## src/rtl/pipeline_pkg.sv

```systemverilog
// Shared types and constants for the MIPS pipeline front end (fetch stage and its
// instruction queue).
package pipeline_pkg;

  localparam int ADDR_W      = 32;
  localparam int INSN_W      = 32;
  localparam int FETCH_DEPTH = 2;

  localparam logic [INSN_W-1:0] INSN_NOP = 32'h0000_0000;

  typedef enum logic {
    RUN   = 1'b0,
    FLUSH = 1'b1
  } fetch_state_t;

endpackage

```

## src/rtl/fetch_insn_fifo.sv

```systemverilog
// Two-entry synchronous queue of {pc, insn} between instruction memory and decode.
// Push while full is accepted only when a pop happens in the same cycle.
module fetch_insn_fifo
  import pipeline_pkg::*;
(
  input  logic              i_clk,
  input  logic              i_rst,
  input  logic              i_push,
  input  logic              i_pop,
  input  logic              i_clear,
  input  logic [ADDR_W-1:0] i_push_pc,
  input  logic [INSN_W-1:0] i_push_insn,
  output logic [1:0]        o_count,
  output logic [ADDR_W-1:0] o_head_pc,
  output logic [INSN_W-1:0] o_head_insn
);

  localparam logic [1:0] DEPTH = 2'(FETCH_DEPTH);

  logic [ADDR_W-1:0] r_pc   [FETCH_DEPTH];
  logic [INSN_W-1:0] r_insn [FETCH_DEPTH];
  logic              r_wr_ptr;
  logic              r_rd_ptr;
  logic [1:0]        r_count;
  logic              w_do_pop;
  logic              w_do_push;

  assign w_do_pop  = i_pop & (r_count != 2'd0);
  assign w_do_push = i_push & ((r_count != DEPTH) | w_do_pop);

  always_ff @(posedge i_clk) begin
    if (i_rst || i_clear) begin
      r_wr_ptr <= 1'b0;
      r_rd_ptr <= 1'b0;
      r_count  <= 2'd0;
    end else begin
      if (w_do_push) r_wr_ptr <= ~r_wr_ptr;
      if (w_do_pop)  r_rd_ptr <= ~r_rd_ptr;
      r_count <= r_count + {1'b0, w_do_push} - {1'b0, w_do_pop};
    end
  end

  // Payload is qualified by r_count, so it carries no reset.
  always_ff @(posedge i_clk) begin
    if (w_do_push && !i_clear) begin
      r_pc[r_wr_ptr]   <= i_push_pc;
      r_insn[r_wr_ptr] <= i_push_insn;
    end
  end

  assign o_count     = r_count;
  assign o_head_pc   = r_pc[r_rd_ptr];
  assign o_head_insn = r_insn[r_rd_ptr];

endmodule

```

## src/rtl/fetch_stage.sv

```systemverilog
// Instruction fetch stage: owns the PC, issues credit-limited imem requests and queues
// returned words for decode. FETCH_PERF_CNT_EN adds saturating stall/redirect counters.
module fetch_stage
  import pipeline_pkg::*;
#(
  parameter logic [ADDR_W-1:0] RESET_PC = 32'h0000_0000
) (
  input  logic              clock,
  input  logic              reset,
  input  logic              w_stall,
  input  logic              w_redirect,
  input  logic [ADDR_W-1:0] w_redirect_pc_32,
  output logic              w_imem_req,
  output logic [ADDR_W-1:0] w_imem_addr_32,
  input  logic              w_imem_gnt,
  input  logic              w_imem_rvalid,
  input  logic [INSN_W-1:0] w_imem_rdata_32,
  output logic              w_insn_valid,
  output logic [INSN_W-1:0] w_insn_32,
  output logic [ADDR_W-1:0] w_insn_pc_32
`ifdef FETCH_PERF_CNT_EN
  ,
  output logic [31:0]       w_stall_cnt_32,
  output logic [31:0]       w_redirect_cnt_32
`endif
);

  fetch_state_t      r_state;
  fetch_state_t      w_state_next;
  logic [ADDR_W-1:0] r_fetch_pc;
  logic [1:0]        r_outstanding;
  logic [1:0]        w_outstanding_next;
  logic [1:0]        r_drop_cnt;
  logic [1:0]        w_drop_next;
  logic [ADDR_W-1:0] r_trk_pc [FETCH_DEPTH];
  logic              r_trk_wr;
  logic              r_trk_rd;
  logic [1:0]        w_fifo_count;
  logic [ADDR_W-1:0] w_head_pc;
  logic [INSN_W-1:0] w_head_insn;
  logic              w_valid;
  logic              w_pop;
  logic              w_push;
  logic              w_accept;
  logic [2:0]        w_occupancy;

  assign w_valid     = (w_fifo_count != 2'd0);
  assign w_pop       = w_valid & ~w_stall & ~w_redirect;
  // Every in-flight request must have a queue slot waiting for it.
  assign w_occupancy = {1'b0, r_outstanding} + {1'b0, w_fifo_count} - {2'b00, w_pop};
  assign w_imem_req  = (w_occupancy < 3'd2) & ~reset;
  assign w_imem_addr_32 = r_fetch_pc;
  assign w_accept    = w_imem_req & w_imem_gnt;
  assign w_outstanding_next = r_outstanding + {1'b0, w_accept} - {1'b0, w_imem_rvalid};

  always_comb begin
    w_state_next = r_state;
    w_drop_next  = r_drop_cnt;
    w_push       = 1'b0;
    if (w_redirect) begin
      w_drop_next  = w_outstanding_next;
      w_state_next = (w_outstanding_next != 2'd0) ? FLUSH : RUN;
    end else begin
      case (r_state)
        RUN: w_push = w_imem_rvalid;
        FLUSH: begin
          if (w_imem_rvalid) begin
            w_drop_next = r_drop_cnt - 2'd1;
            if (r_drop_cnt == 2'd1) w_state_next = RUN;
          end
        end
        default: w_state_next = RUN;
      endcase
    end
  end

  always_ff @(posedge clock) begin
    if (reset) begin
      r_state       <= RUN;
      r_fetch_pc    <= RESET_PC;
      r_outstanding <= 2'd0;
      r_drop_cnt    <= 2'd0;
      r_trk_wr      <= 1'b0;
      r_trk_rd      <= 1'b0;
    end else begin
      r_state       <= w_state_next;
      r_drop_cnt    <= w_drop_next;
      r_outstanding <= w_outstanding_next;
      if (w_redirect)    r_fetch_pc <= w_redirect_pc_32;
      else if (w_accept) r_fetch_pc <= r_fetch_pc + 32'd4;
      if (w_accept)      r_trk_wr <= ~r_trk_wr;
      if (w_imem_rvalid) r_trk_rd <= ~r_trk_rd;
    end
  end

  // Issued-PC tracker: responses return in order, so PCs pop in grant order.
  always_ff @(posedge clock) begin
    if (w_accept) r_trk_pc[r_trk_wr] <= r_fetch_pc;
  end

  fetch_insn_fifo u_insn_fifo (
    .i_clk       (clock),
    .i_rst       (reset),
    .i_push      (w_push),
    .i_pop       (w_pop),
    .i_clear     (w_redirect),
    .i_push_pc   (r_trk_pc[r_trk_rd]),
    .i_push_insn (w_imem_rdata_32),
    .o_count     (w_fifo_count),
    .o_head_pc   (w_head_pc),
    .o_head_insn (w_head_insn)
  );

  assign w_insn_valid = w_valid;
  assign w_insn_32    = w_valid ? w_head_insn : INSN_NOP;
  assign w_insn_pc_32 = w_valid ? w_head_pc : '0;

`ifdef FETCH_PERF_CNT_EN
  logic [31:0] r_stall_cnt;
  logic [31:0] r_redirect_cnt;

  function automatic logic [31:0] sat_inc(input logic [31:0] v);
    return (v == 32'hFFFF_FFFF) ? v : v + 32'd1;
  endfunction

  always_ff @(posedge clock) begin
    if (reset) begin
      r_stall_cnt    <= 32'd0;
      r_redirect_cnt <= 32'd0;
    end else begin
      if (w_stall && w_valid) r_stall_cnt    <= sat_inc(r_stall_cnt);
      if (w_redirect)         r_redirect_cnt <= sat_inc(r_redirect_cnt);
    end
  end

  assign w_stall_cnt_32    = r_stall_cnt;
  assign w_redirect_cnt_32 = r_redirect_cnt;
`endif

endmodule

```

## config.mk

```make
export PLATFORM = sky130hd
export DESIGN_NAME = fetch_stage
export DESIGN_NICKNAME = d
export VERILOG_FILES = /design/src/rtl/pipeline_pkg.sv /design/src/rtl/fetch_insn_fifo.sv /design/src/rtl/fetch_stage.sv
export SDC_FILE = /design/constraint.sdc
export NUM_CORES = 1
export LEC_CHECK = 0
export CELL_PAD_IN_SITES_DETAIL_PLACEMENT = 2
export CELL_PAD_IN_SITES_GLOBAL_PLACEMENT = 2
export CORE_UTILIZATION = 39
export CTS_CLUSTER_SIZE = 30
export DETAILED_ROUTE_END_ITERATION = 7
export PLACE_DENSITY = 0.91
export SYNTH_ARGS = -nofsm -noshare
export SYNTH_HDL_FRONTEND = slang
export SYNTH_SLANG_ARGS = --single-unit
```

## constraint.sdc

```tcl
create_clock -name clock -period 7.9 [get_ports clock]
set_input_delay 0.79 -clock clock [delete_from_list [all_inputs] [get_ports clock]]
set_output_delay 0.79 -clock clock [all_outputs]
set_load 0.02 [all_outputs]
```

==> results_dict.tcl <==
set metrics [dict create \
    crit_chain "nor2_4 -> buf_4 -> nor3_1 -> ha_1 -> nand2b_1 -> fa_1 -> and3b_1 -> and2_1 -> inv_1 -> ha_1 -> inv_1 -> ha_1 -> xor2_1 -> xnor2_1 -> a211oi_1" \
    cts-buffers-inserted 26 \
    crit_family "adder cells" \
    layout_setup_ws_ns 3.205 \
    yosysTopAreaCellShare_pct 60.61 \
    ant_nets 0 \
    avgSynthCellArea_um2 14.39 \
    die-area_um2 25020 \
    syn_area_um2 9513 \
    dpl.hpwl_mm 17.72 \
    ctsResizeCount 0 \
    finalHoldViolations 0 \
    post_cts_buffers 0 \
    fin_crit_ns 4.695 \
    endpoint_kind "flop" \
    routedWlPerCell_um 23.41 \
    synthTopCellsByCount "edfxtp_1, nor2_1, mux2i_1, dfxtp_1, mux2_2" \
    fmaxAchievable_mhz 213.0 \
    yosys-top-cells-area "edfxtp_1, dfxtp_1, mux2i_1, nor2_1, mux2_2" \
    cp_slowest_cell "buf_4" \
    synthCells 661 \
    cts_buffer_depth 3 \
    io_pins 168 \
    numPortBuffers 167 \
    rows 56 \
    antenna_cells 0 \
    antenna_found_initial 0 \
    timing.hold.ws_ns 0.5325 \
    clk_pin_slew_ns 0.06 \
    remaining_drc_errors 0 \
    layout-drive-gt1-share_pct 10.69 \
    wirelength_mm 27.38 \
    start_util_pct 40.17 \
    ys.flop_type "edfxtp_1" \
    cp_data_required_time_ns 8.28 \
    via_per_inst 5.187 \
    area_delta_synth_final_pct 29.87 \
    clkSinkCount 237 \
    finalClockSkew_ns 0.02561 \
    p_total_mw 3.093 \
    synth_edf_count 192 \
    synth_cell_types 40 \
    grt_overflow 0 \
    grt_max_degree 69 \
    root_buffer "clkbuf_16" \
    synth_area_leader_cell "edfxtp_1" \
    ctsHoldBuffers 0 \
    max-vdd-ir-drop_mv 0.1246 \
    final_nets 911 \
    first_global_vias 6737 \
    grt_use_total_pct 22.37 \
    crit_top_cell "ha_1" \
    pwr_density_cell_nw_per_um2 250.4 \
    post-place-ws_ns 2.800 \
    max_stage_delay_ns 0.59 \
    fin_tns_setup_ns 0 \
    min_path_type "flop to flop" \
    slew_viol_final 0 \
    synth_seq_cells 237 \
    htreeDepth 1 \
    cts_tree "built" \
    grt_pass1_wl_mm 41.35 \
    dr_total_vias 6069 \
    status "finished, final reports clean" \
    timing_worst_setup_path_type "flop to flop" \
    clk_latency_ns 0.53 \
    worst-r2r-setup-slack_ns 3.21 \
    rsz0062_at_grt "no" \
    p_leak_nw 4.011 \
    slew_headroom_pct 25.33 \
    cp.arrival_ns 5.08 \
    die_h_um 158.2 \
    dr.pass1.iters 4 \
    worst_slew_pin_slew_ns 1.120 \
    fin_crit_sh_pct 59.43 \
    cp_max_fo 68 \
    startpoint_type "flop" \
    crit_buf_inv 3 \
    coreArea_um2 23680 \
    die_x_um 158.2 \
    async_flop_share_pct 0 \
    syn_nets 740 \
    drtIter0Drc 270 \
    place.gp.congestion 0.7692 \
    cap_violations 0 \
    yosysMostFrequentCell "edfxtp_1" \
    yosysWarningCount 0 \
    setup_viol 0 \
    yosysSeqAreaShare_pct 70.08 \
]
sequential cells by signal, indices dropped and copies added (netlist names), named ones only:
signal,flops
r_trk_pc,64
w_imem_addr_32,32
u_insn_fifo.r_pc,64
r_outstanding,2
r_trk_wr,1
u_insn_fifo.r_insn,64
u_insn_fifo.r_rd_ptr,1
u_insn_fifo.o_count,2
u_insn_fifo.r_wr_ptr,1
r_state,1
r_trk_rd,1
r_drop_cnt,2
cell families (layout without fill, tap and decap cells):
family                   count (synthesis)  count (layout)  synth area share [%]
XOR/XNOR                                37              37                 3.485
flip-flops                             237             237                 70.08
multiplexers                            98              98                 10.73
buffers and inverters                   47             237                 1.868
adder cells (fa/ha/maj)                  9               9                 1.263
AO/OA/AOI/OAI                           48              48                 3.407
AND/OR/NAND/NOR                        185             185                 9.168
metal layers:
metal	vias up	track usage, %	wire, µm
met1	3052	28.65	11610
met4	0	5.540	548
li1	2791	-	-
met3	42	3.340	1423
met2	184	39.54	13800
met5	-	0	0
through the flow:
stage | utilization (%) | instance area [µm²] | cells
CTS | 52.17 | 12350 | 1170
detailed placement | 48.77 | 11550 | 1123
global route | 52.17 | 12350 | 1170
floorplan | - | 9513 | 661
finish | 52.17 | 12350 | 1170
global placement | 48.77 | 11550 | 1123
path summary, 6_finish.rpt:
path / startpoint / endpoint / cells past startpoint
setup reg to reg: u_insn_fifo.o_count[0] / r_drop_cnt[1] / 15
setup / recovery: u_insn_fifo.o_count[0] / r_drop_cnt[1] / 15
hold reg to reg: w_imem_addr_32[1] / r_trk_pc[1][1] / 0
hold / removal: w_imem_addr_32[1] / r_trk_pc[1][1] / 0
report_power, final:
part | switching [mW] | internal [mW] | total [mW]
registers | 0.0642 | 1.47 | 1.53
logic | 0.240 | 0.174 | 0.413
clock network | 0.485 | 0.664 | 1.15
placed cells by master, fill, tap and decap left out, drive strengths merged, types with 10 or more instances in the layout:
master         count
clkdlybuf4s50    167
nor3              10
a211oi            19
xnor2             16
mux2i             66
inv               14
xor2              21
nand2             18
nor2             102
mux2              32
dfxtp             45
nand4             17
clkbuf            33
clkinv            11
edfxtp           192
nand3             11
worst reg2reg max path, cell delays in order, from the launching register on:
cell,delay [ns]
dfxtp_1,0.35
nor2_4,0.12
buf_4,0.59
nor3_1,0.13
ha_1,0.31
nand2b_1,0.16
fa_1,0.56
and3b_1,0.23
and2_1,0.46
inv_1,0.39
ha_1,0.41
inv_1,0.05
ha_1,0.19
xor2_1,0.16
xnor2_1,0.30
a211oi_1,0.14
final cells by class:
| class | count | area (µm²) |
|---|---|---|
| Clock buffer | 33 | 708.2 |
| Clock inverter | 14 | 96.34 |
| Fill cell | 2272 | 11330 |
| Inverter | 14 | 52.55 |
| Multi-Input combinational cell | 377 | 2689 |
| Sequential cell | 237 | 6670 |
| Tap cell | 319 | 399.1 |
| Timing Repair Buffer | 176 | 1739 |
No activity file was read; power rests on OpenSTA's default activity.
